--- src/rtl/card_dealer.sv ---
// Deck-draw stage: deals one card per SEND rising edge from a 52-card deck.
// An LFSR picks a start slot; linear probing over an occupancy bitmap avoids repeats.
module card_dealer #(
   parameter logic [15:0] SEED      = 16'hACE1,
   parameter int          DECK_SIZE = 52
) (
   input  logic       clk_i,
   input  logic       rst_i,
   input  logic       send_i,
   input  logic       shuffle_i,
   output logic       card_valid_o,
   output logic [5:0] card_idx_o,
   output logic [3:0] rank_o,
   output logic [1:0] suit_o,
   output logic [3:0] points_o,
   output logic [5:0] cards_left_o,
   output logic       busy_o,
   output logic       empty_o
);

   typedef enum logic [1:0] {IDLE, PICK, PROBE} state_t;

   state_t                 state_reg, state_next;
   logic [15:0]            lfsr_reg, lfsr_next;
   logic                   send_q_reg;
   logic [5:0]             r_reg, r_next;
   logic [5:0]             idx_reg, idx_next;
   logic [DECK_SIZE-1:0]   dealt_reg, dealt_next;
   logic [5:0]             cards_left_reg, cards_left_next;
   logic                   valid_reg, valid_next;
   logic [5:0]             card_idx_reg;
   logic [3:0]             rank_reg, rank_d;
   logic [1:0]             suit_reg, suit_d;
   logic [3:0]             points_reg, points_d;
   logic [5:0]             suit_base;
   logic                   req;
   logic                   clear_deck;
   logic                   mark;
   logic                   load_card;

   assign lfsr_next = {1'b0, lfsr_reg[15:1]} ^ (lfsr_reg[0] ? 16'hB400 : 16'h0000);
   assign req       = send_i & ~send_q_reg;

   // Per-slot occupancy update: shuffle clears everything, a successful probe sets one bit.
   for (genvar gi = 0; gi < DECK_SIZE; gi++) begin : g_dealt
      assign dealt_next[gi] = clear_deck ? 1'b0
                            : (dealt_reg[gi] | (mark & (idx_reg == 6'(gi))));
   end

   always_comb begin
      state_next      = state_reg;
      r_next          = r_reg;
      idx_next        = idx_reg;
      cards_left_next = cards_left_reg;
      valid_next      = 1'b0;
      clear_deck      = 1'b0;
      mark            = 1'b0;
      load_card       = 1'b0;
      case (state_reg)
         IDLE: begin
            if (shuffle_i) begin
               clear_deck      = 1'b1;
               cards_left_next = 6'(DECK_SIZE);
            end else if (req && (cards_left_reg != 6'd0)) begin
               r_next     = lfsr_reg[5:0];
               state_next = PICK;
            end
         end
         PICK: begin
            idx_next   = (r_reg >= 6'(DECK_SIZE)) ? (r_reg - 6'(DECK_SIZE)) : r_reg;
            state_next = PROBE;
         end
         PROBE: begin
            if (!dealt_reg[idx_reg]) begin
               mark            = 1'b1;
               load_card       = 1'b1;
               valid_next      = 1'b1;
               cards_left_next = cards_left_reg - 6'd1;
               state_next      = IDLE;
            end else begin
               idx_next = (idx_reg == 6'(DECK_SIZE - 1)) ? 6'd0 : (idx_reg + 6'd1);
            end
         end
         default: state_next = IDLE;
      endcase
   end

   // Card decode from the slot being dealt.
   always_comb begin
      suit_d    = 2'd0;
      suit_base = 6'd0;
      if (idx_reg >= 6'd39) begin
         suit_d    = 2'd3;
         suit_base = 6'd39;
      end else if (idx_reg >= 6'd26) begin
         suit_d    = 2'd2;
         suit_base = 6'd26;
      end else if (idx_reg >= 6'd13) begin
         suit_d    = 2'd1;
         suit_base = 6'd13;
      end
      rank_d   = 4'(idx_reg - suit_base + 6'd1);
      points_d = (rank_d > 4'd10) ? 4'd10 : rank_d;
   end

   always_ff @(posedge clk_i) begin
      if (!rst_i) begin
         state_reg      <= IDLE;
         lfsr_reg       <= SEED;
         send_q_reg     <= 1'b0;
         r_reg          <= 6'd0;
         idx_reg        <= 6'd0;
         dealt_reg      <= '0;
         cards_left_reg <= 6'(DECK_SIZE);
         valid_reg      <= 1'b0;
         card_idx_reg   <= 6'd0;
         rank_reg       <= 4'd0;
         suit_reg       <= 2'd0;
         points_reg     <= 4'd0;
      end else begin
         state_reg      <= state_next;
         lfsr_reg       <= lfsr_next;
         send_q_reg     <= send_i;
         r_reg          <= r_next;
         idx_reg        <= idx_next;
         dealt_reg      <= dealt_next;
         cards_left_reg <= cards_left_next;
         valid_reg      <= valid_next;
         if (load_card) begin
            card_idx_reg <= idx_reg;
            rank_reg     <= rank_d;
            suit_reg     <= suit_d;
            points_reg   <= points_d;
         end
      end
   end

   assign card_valid_o = valid_reg;
   assign card_idx_o   = card_idx_reg;
   assign rank_o       = rank_reg;
   assign suit_o       = suit_reg;
   assign points_o     = points_reg;
   assign cards_left_o = cards_left_reg;
   assign busy_o       = (state_reg != IDLE);
   assign empty_o      = (cards_left_reg == 6'd0);

endmodule

--- config.mk ---
export PLATFORM = sky130hd
export DESIGN_NAME = card_dealer
export DESIGN_NICKNAME = d
export VERILOG_FILES = /design/src/rtl/card_dealer.sv
export SDC_FILE = /design/constraint.sdc
export NUM_CORES = 1
export LEC_CHECK = 0
export CAP_MARGIN = 20
export CORE_UTILIZATION = 30
export DETAILED_ROUTE_END_ITERATION = 8
export GPL_TIMING_DRIVEN = 0
export MAX_ROUTING_LAYER = met4
export PLACE_DENSITY = 0.49
export SLEW_MARGIN = 20
export SYNTH_ARGS = -nofsm -noshare
export SYNTH_HDL_FRONTEND = slang
export SYNTH_SLANG_ARGS = --single-unit
--- constraint.sdc ---
create_clock -name clk_i -period 3.5 [get_ports clk_i]
set_input_delay 1.05 -clock clk_i [delete_from_list [all_inputs] [get_ports clk_i]]
set_output_delay 1.05 -clock clk_i [all_outputs]
set_load 0.1 [all_outputs]
## Word level (Yosys, flattened, before mapping)

Index checks and enable logic that the tools add are counted.
Widths: inputs -> output; s select.

| cells by class | value |
|---|---|
| add/subtract/negate cells | 5 |
| $lt $le $gt $ge | 6 |
| equality and inequality tests | 58 |
| muxes and demuxes | 25 |
| bitwise operators | 109 |
| reductions and logical operators | 13 |

Operators with widths:

| operator | number |
|---|---|
| $eq 6x6->1 const B | 20 |
| $eq 6x5->1 const B | 16 |
| $and 1x1->1 | 53 |
| $or 1x1->1 | 52 |
| $eq 6x4->1 const B | 8 |
| $mux 6 | 5 |
| $eq 6x3->1 const B | 4 |
| $pmux 6 s2 | 2 |
| $mux 16 | 1 |
| $mux 4 | 4 |
| $xor 15x16->16 | 1 |
| $eq 6x2->1 const B | 2 |
| $ge 6x6->1 const B | 2 |
| $logic_not 6->1 | 2 |
| $mux 2 | 5 |
| $ne 2x2->1 const B | 5 |
| $reduce_and 3->1 | 3 |
| $lt 6x7->1 const B | 1 |
| $add 6x1->6 const B | 1 |
| $bmux 1 s6 | 1 |
| $eq 6x1->1 const B | 1 |
| $ge 6x4->1 const B | 1 |
| $ge 6x5->1 const B | 1 |
| $mux 1 | 6 |
| 15 further kinds | 19 |

| storage, ports and cells | value |
|---|---|
| register bits after elaboration | 106 |
| bits of input ports | 4 |
| output and inout port bits | 25 |
| logic and storage cells | 228 |

## Depth between registers and ports, before layout

| logic depth | value |
|---|---|
| depth in word-level cells | 8 |
| gate-level depth with buffers | 14 |
| depth with buffers taken out | 11 |

## Least setup slack after synthesis

Ideal clock, no wire load.

| path | value |
|---|---|
| path type | register to register |
| from | reg idx_reg[1] |
| to | reg points_reg[1], in the netlist points_o[1] |
| library setup time | 0.122 ns |
| arrival | 3.068 ns |
| data required time | 3.378 ns |
| setup slack | 0.310 ns |
| cell stages (with the launch flop) | 15 |
| path buffers | 3 |
| clock period less this slack | 3.190 ns |
| path through | dfxtp_1 > buf_4 > clkbuf_1 > inv_1 > ha_1 > clkbuf_1 > nand2b_1 > a22oi_1 > o31ai_1 > nor2_1 > ha_1 > fa_1 > xor2_1 > a221o_1 > o311a_1 |

| on the way | value |
|---|---|
| word-level cells in the longest chain between the ends | 8 |
| elaborated cells on any way between the ends | 14 |
| classes of those cells | add/sub (2); order compare (4); mux (8) |

Ends and longest elaborated chain:

| what | RTL line | RTL |
|---|---|---|
| start, declared | 27 | `logic [5:0] idx_reg, idx_next;` |
| start signal, assigned | 125 | `idx_reg <= idx_next;` |
| $ge 6x4->1 | 98 | `end else if (idx_reg >= 6'd13) begin` |
| $mux 4 | 98 |  |
| $mux 4 | 95 | `end else if (idx_reg >= 6'd26) begin` |
| $mux 4 | 92 | `if (idx_reg >= 6'd39) begin` |
| $sub 4x4->4 | 102 | `rank_d = 4'(idx_reg - suit_base + 6'd1);` |
| $add 4x1->4 | 102 |  |
| $gt 4x4->1 | 103 | `points_d = (rank_d > 4'd10) ? 4'd10 : rank_d;` |
| $mux 4 | 103 |  |
| end signal, assigned | 133 | `points_reg <= points_d;` |
| end, declared | 34 | `logic [3:0] points_reg, points_d;` |

Parallel ways exist; a longest one is shown, timed or not. The select of a mux whose other input is x is not followed.
A chain may end at the register's enable or synchronous reset.

## Final worst setup path

| path | value |
|---|---|
| from | reg idx_reg[0] |
| to | reg points_reg[1], in the netlist points_o[1] |

Same word-level chain as after synthesis.

==> results by group <==
Status
  – Outcome: completed

Clocking
  – Root Buffer: clkbuf_16
  – CTS buffer count: 9
  – Clock Latency Late Sink: 370 ps
  – TritonCTS clock tree: built
  – Register clock-pin slew on the reported worst setup and hold paths: 70 ps
  – CTS Sinks: 106
  – Postcts setup bufs: 0
  – CTS Buffer Depth: 2
  – H-tree Lvls: 3

Setup path
  – Arrival @ worst endpoint: 3560 ps
  – FF-to-FF setup slack: 190 ps
  – Worst setup path end: points_o[1]
  – Worst path top cell family by delay: compound AO/OA/AOI/OAI gates
  – Buffers & Inverters on Critical Path: 3
  – Max stage delay cell, worst path: fa_1
  – Crit. End Element: flip-flop
  – Setup crit start kind: flip-flop
  – Crit path kind: reg2reg
  – Worst reg2reg endpoint: points_o[1]
  – Worst flop-to-flop path startpoint: idx_reg[0]
  – Total stage count of the critical path: 13
  – CP startpoint: idx_reg[0]
  – Worst r2r path cells: 13
  – CP peak stage delay: 420 ps
  – Worst Path Max Fanout: 10
  – CP Data Required Time: 3750 ps
  – Top cell by count, worst path: ha_1
  – Critical-path cell list: buf_2 > buf_6 > inv_1 > ha_1 > nand2b_1 > a22oi_1 > o31ai_4 > nor2_1 > ha_1 > fa_1 > xor2_1 > a221o_1 > o311a_1

Timing
  – Worst-Margin Slew: 987 ps
  – Hold_ws: 415 ps
  – RSZ-0062 raised after global routing: no
  – Post-route setup slack: 194 ps
  – Min Tclk post-route: 3310 ps
  – TNS Setup: 0 ps
  – Fin crit share: 94.5%
  – Max-slew violation count: 0
  – Achievable Freq: 0.302 GHz
  – Hold Vio Cnt, Final: 0
  – Max-slew headroom: 34.0%
  – Setup violations, final: 0
  – Worst Skew: 11.3 ps

Placed design
  – Cell Area, Placed: 5260 sq um
  – Hpwl dp: 9660 um
  – Dpl ws: -654 ps
  – Placed Cells incl. Taps: 767
  – PortBufs: 28
  – Placer Congestion: 0.852

Routing
  – Drt first pass iters: 5
  – Wire per inst: 17.0 um
  – Final WL: 13300 um
  – Drc violations: 0
  – Via count: 4020
  – DR iter-0 viols: 325
  – Via density: 5.15
  – Post-route ant nets: 0

Layout
  – Nets: 581
  – Finished Core Util: 36.7%
  – Non-filler instance count after layout: 781
  – Layout cell share with drive strength beyond 1: 9.82%
  – Final Cell Area: 5600 sq um
  – Max FFs per register: 52
  – Area Overhead vs Synth: 18.8%
  – Diodes inserted: 0

Synthesis
  – Sequential fraction of the synthesis area: 45.0%
  – Post-synth EDFFs: 0
  – Area share of the largest cell type after synthesis: 45.0%
  – Post-synth top area cell: dfxtp_1
  – Area contributors post-synth: dfxtp_1 45%, nor2_1 5.3%, a21oi_1 3.5%
  – Ys flop type: dfxtp_1
  – Flops & latches, synth: 106
  – Synth Cell Area: 4720 sq um
  – Syn Inst Count: 528
  – Unique masters post-synth: 55
  – Syn. warnings: 0
  – Mean Syn Cell Area: 8.93 sq um
  – Synthesized Nets: 544
  – Ys async rst share: 0%

GRT
  – Vias in the first global route: 3918
  – Initial antenna violation count: 0
  – GRT Util Overall: 18.1%
  – Total gr overflow: 0
  – First-pass GRT wire length: 21700 um
  – Pin count of the biggest net entering global routing: 21

Worst hold path
  – HP Start: lfsr_reg[8]
  – Hold Path Class: reg2reg

Power and ir drop
  – Tot Pwr: 2.67 mW
  – Pwr dens: 477 nW/um^2
  – Pleak: 1.93 nW
  – VDD IR max: 0.278 mV

Floorplan
  – Rows: 45
  – Die area: 16200 sq um
  – I/O pins: 29
  – Core area: 15300 sq um
  – Chip height: 127 um
  – Initial Util: 30.9%
  – Die X: 127 um

Job
  – Max-cap check violation count: 0
[cells in the final DEF, fill, tap and decap left out, types with 10 or more instances in the layout]
cell / count
mux2i_1: 10
nand2_1: 35
mux2_2: 12
inv_1: 15
a31oi_1: 22
nor3_1: 12
a21oi_1: 33
o21ai_0: 30
ha_1: 10
nand3_1: 17
nor2_1: 67
clkbuf_1: 28
dfxtp_1: 106
and2_1: 11
clkdlybuf4s50_1: 27
nand2b_1: 12
[per-layer routing]
layer  track usage [%]  routed length [um]  part of all wire, %  vias to the layer above
li1                  -                   -                    -                     1958
met1              24.3                6410                   48                     1933
met2              26.5                5890                   44                      107
met3              3.81                 664                  5.0                       22
met4              7.14                 299                  2.3                        0
met5                 -                   0                    0                        -
[synthesized netlist by cell type, drive strengths merged, types with 4 or more instances]
| cell type | n |
|---|---|
| and3 | 7 |
| dfxtp | 106 |
| nand2b | 12 |
| and2 | 11 |
| a31oi | 22 |
| mux2i | 10 |
| o21ai | 31 |
| nand2 | 35 |
| nor3 | 13 |
| mux2 | 12 |
| a21oi | 33 |
| inv | 15 |
| nor2 | 67 |
| a41oi | 9 |
| ha | 11 |
| buf | 12 |
| o22ai | 4 |
| xnor2 | 9 |
| a211oi | 5 |
| nand3 | 17 |
| a22oi | 4 |
| clkbuf | 30 |
| mux4 | 7 |
[report_power, final]
| part | total [mW] | internal [mW] | switching, mW | leakage [nW] |
|---|---|---|---|---|
| clock network | 1.08 | 0.576 | 0.505 | 0.154 |
| registers | 1.25 | 1.23 | 0.0148 | 0.860 |
| logic | 0.345 | 0.103 | 0.242 | 0.920 |
| total | 2.67 | 1.91 | 0.762 | 1.93 |
[area by class of cell]
cell class	instances	area [sq um]
flip-flops and latches	106	2120
plain buffers	40	171
clock inverters	7	98.8
clock buffers	9	225
well taps	211	264
inverters	15	56.3
repair buffers	28	283
multi-input cells	365	2380
fillers	1553	9660
[logic make-up (layout without fill, tap and decap cells)]
kind of cell | Yosys count | after routing | synth area share, %
AOI/OAI and AO/OA | 132 | 132 | 18.1
xor gates and xnor gates | 11 | 11 | 2.04
adders and majority gates | 12 | 12 | 3.34
buffers and inverters | 57 | 99 | 4.86
DFF | 106 | 106 | 45.0
muxes | 29 | 29 | 8.33
and+or+nand+nor | 181 | 181 | 18.3
[worst min-delay path by stage]
stage | end | slack [ps] | cells after the start
2_1_floorplan | lfsr_reg[11] | 390 | 1
3_3_place_gp | lfsr_reg[11] | 400 | 1
3_5_place_dp | lfsr_reg[5] | 400 | 1
4_1_cts | lfsr_reg[7] | 420 | 1
5_1_grt | lfsr_reg[7] | 450 | 1
6_report | lfsr_reg[7] | 420 | 1
[what timing repair did]
item,4_1_cts,5_1_grt
setup endpoints to repair,6,6
gates resized for setup,2,4
hold buffers,0,0
No activity file was read; power rests on OpenSTA's default activity.
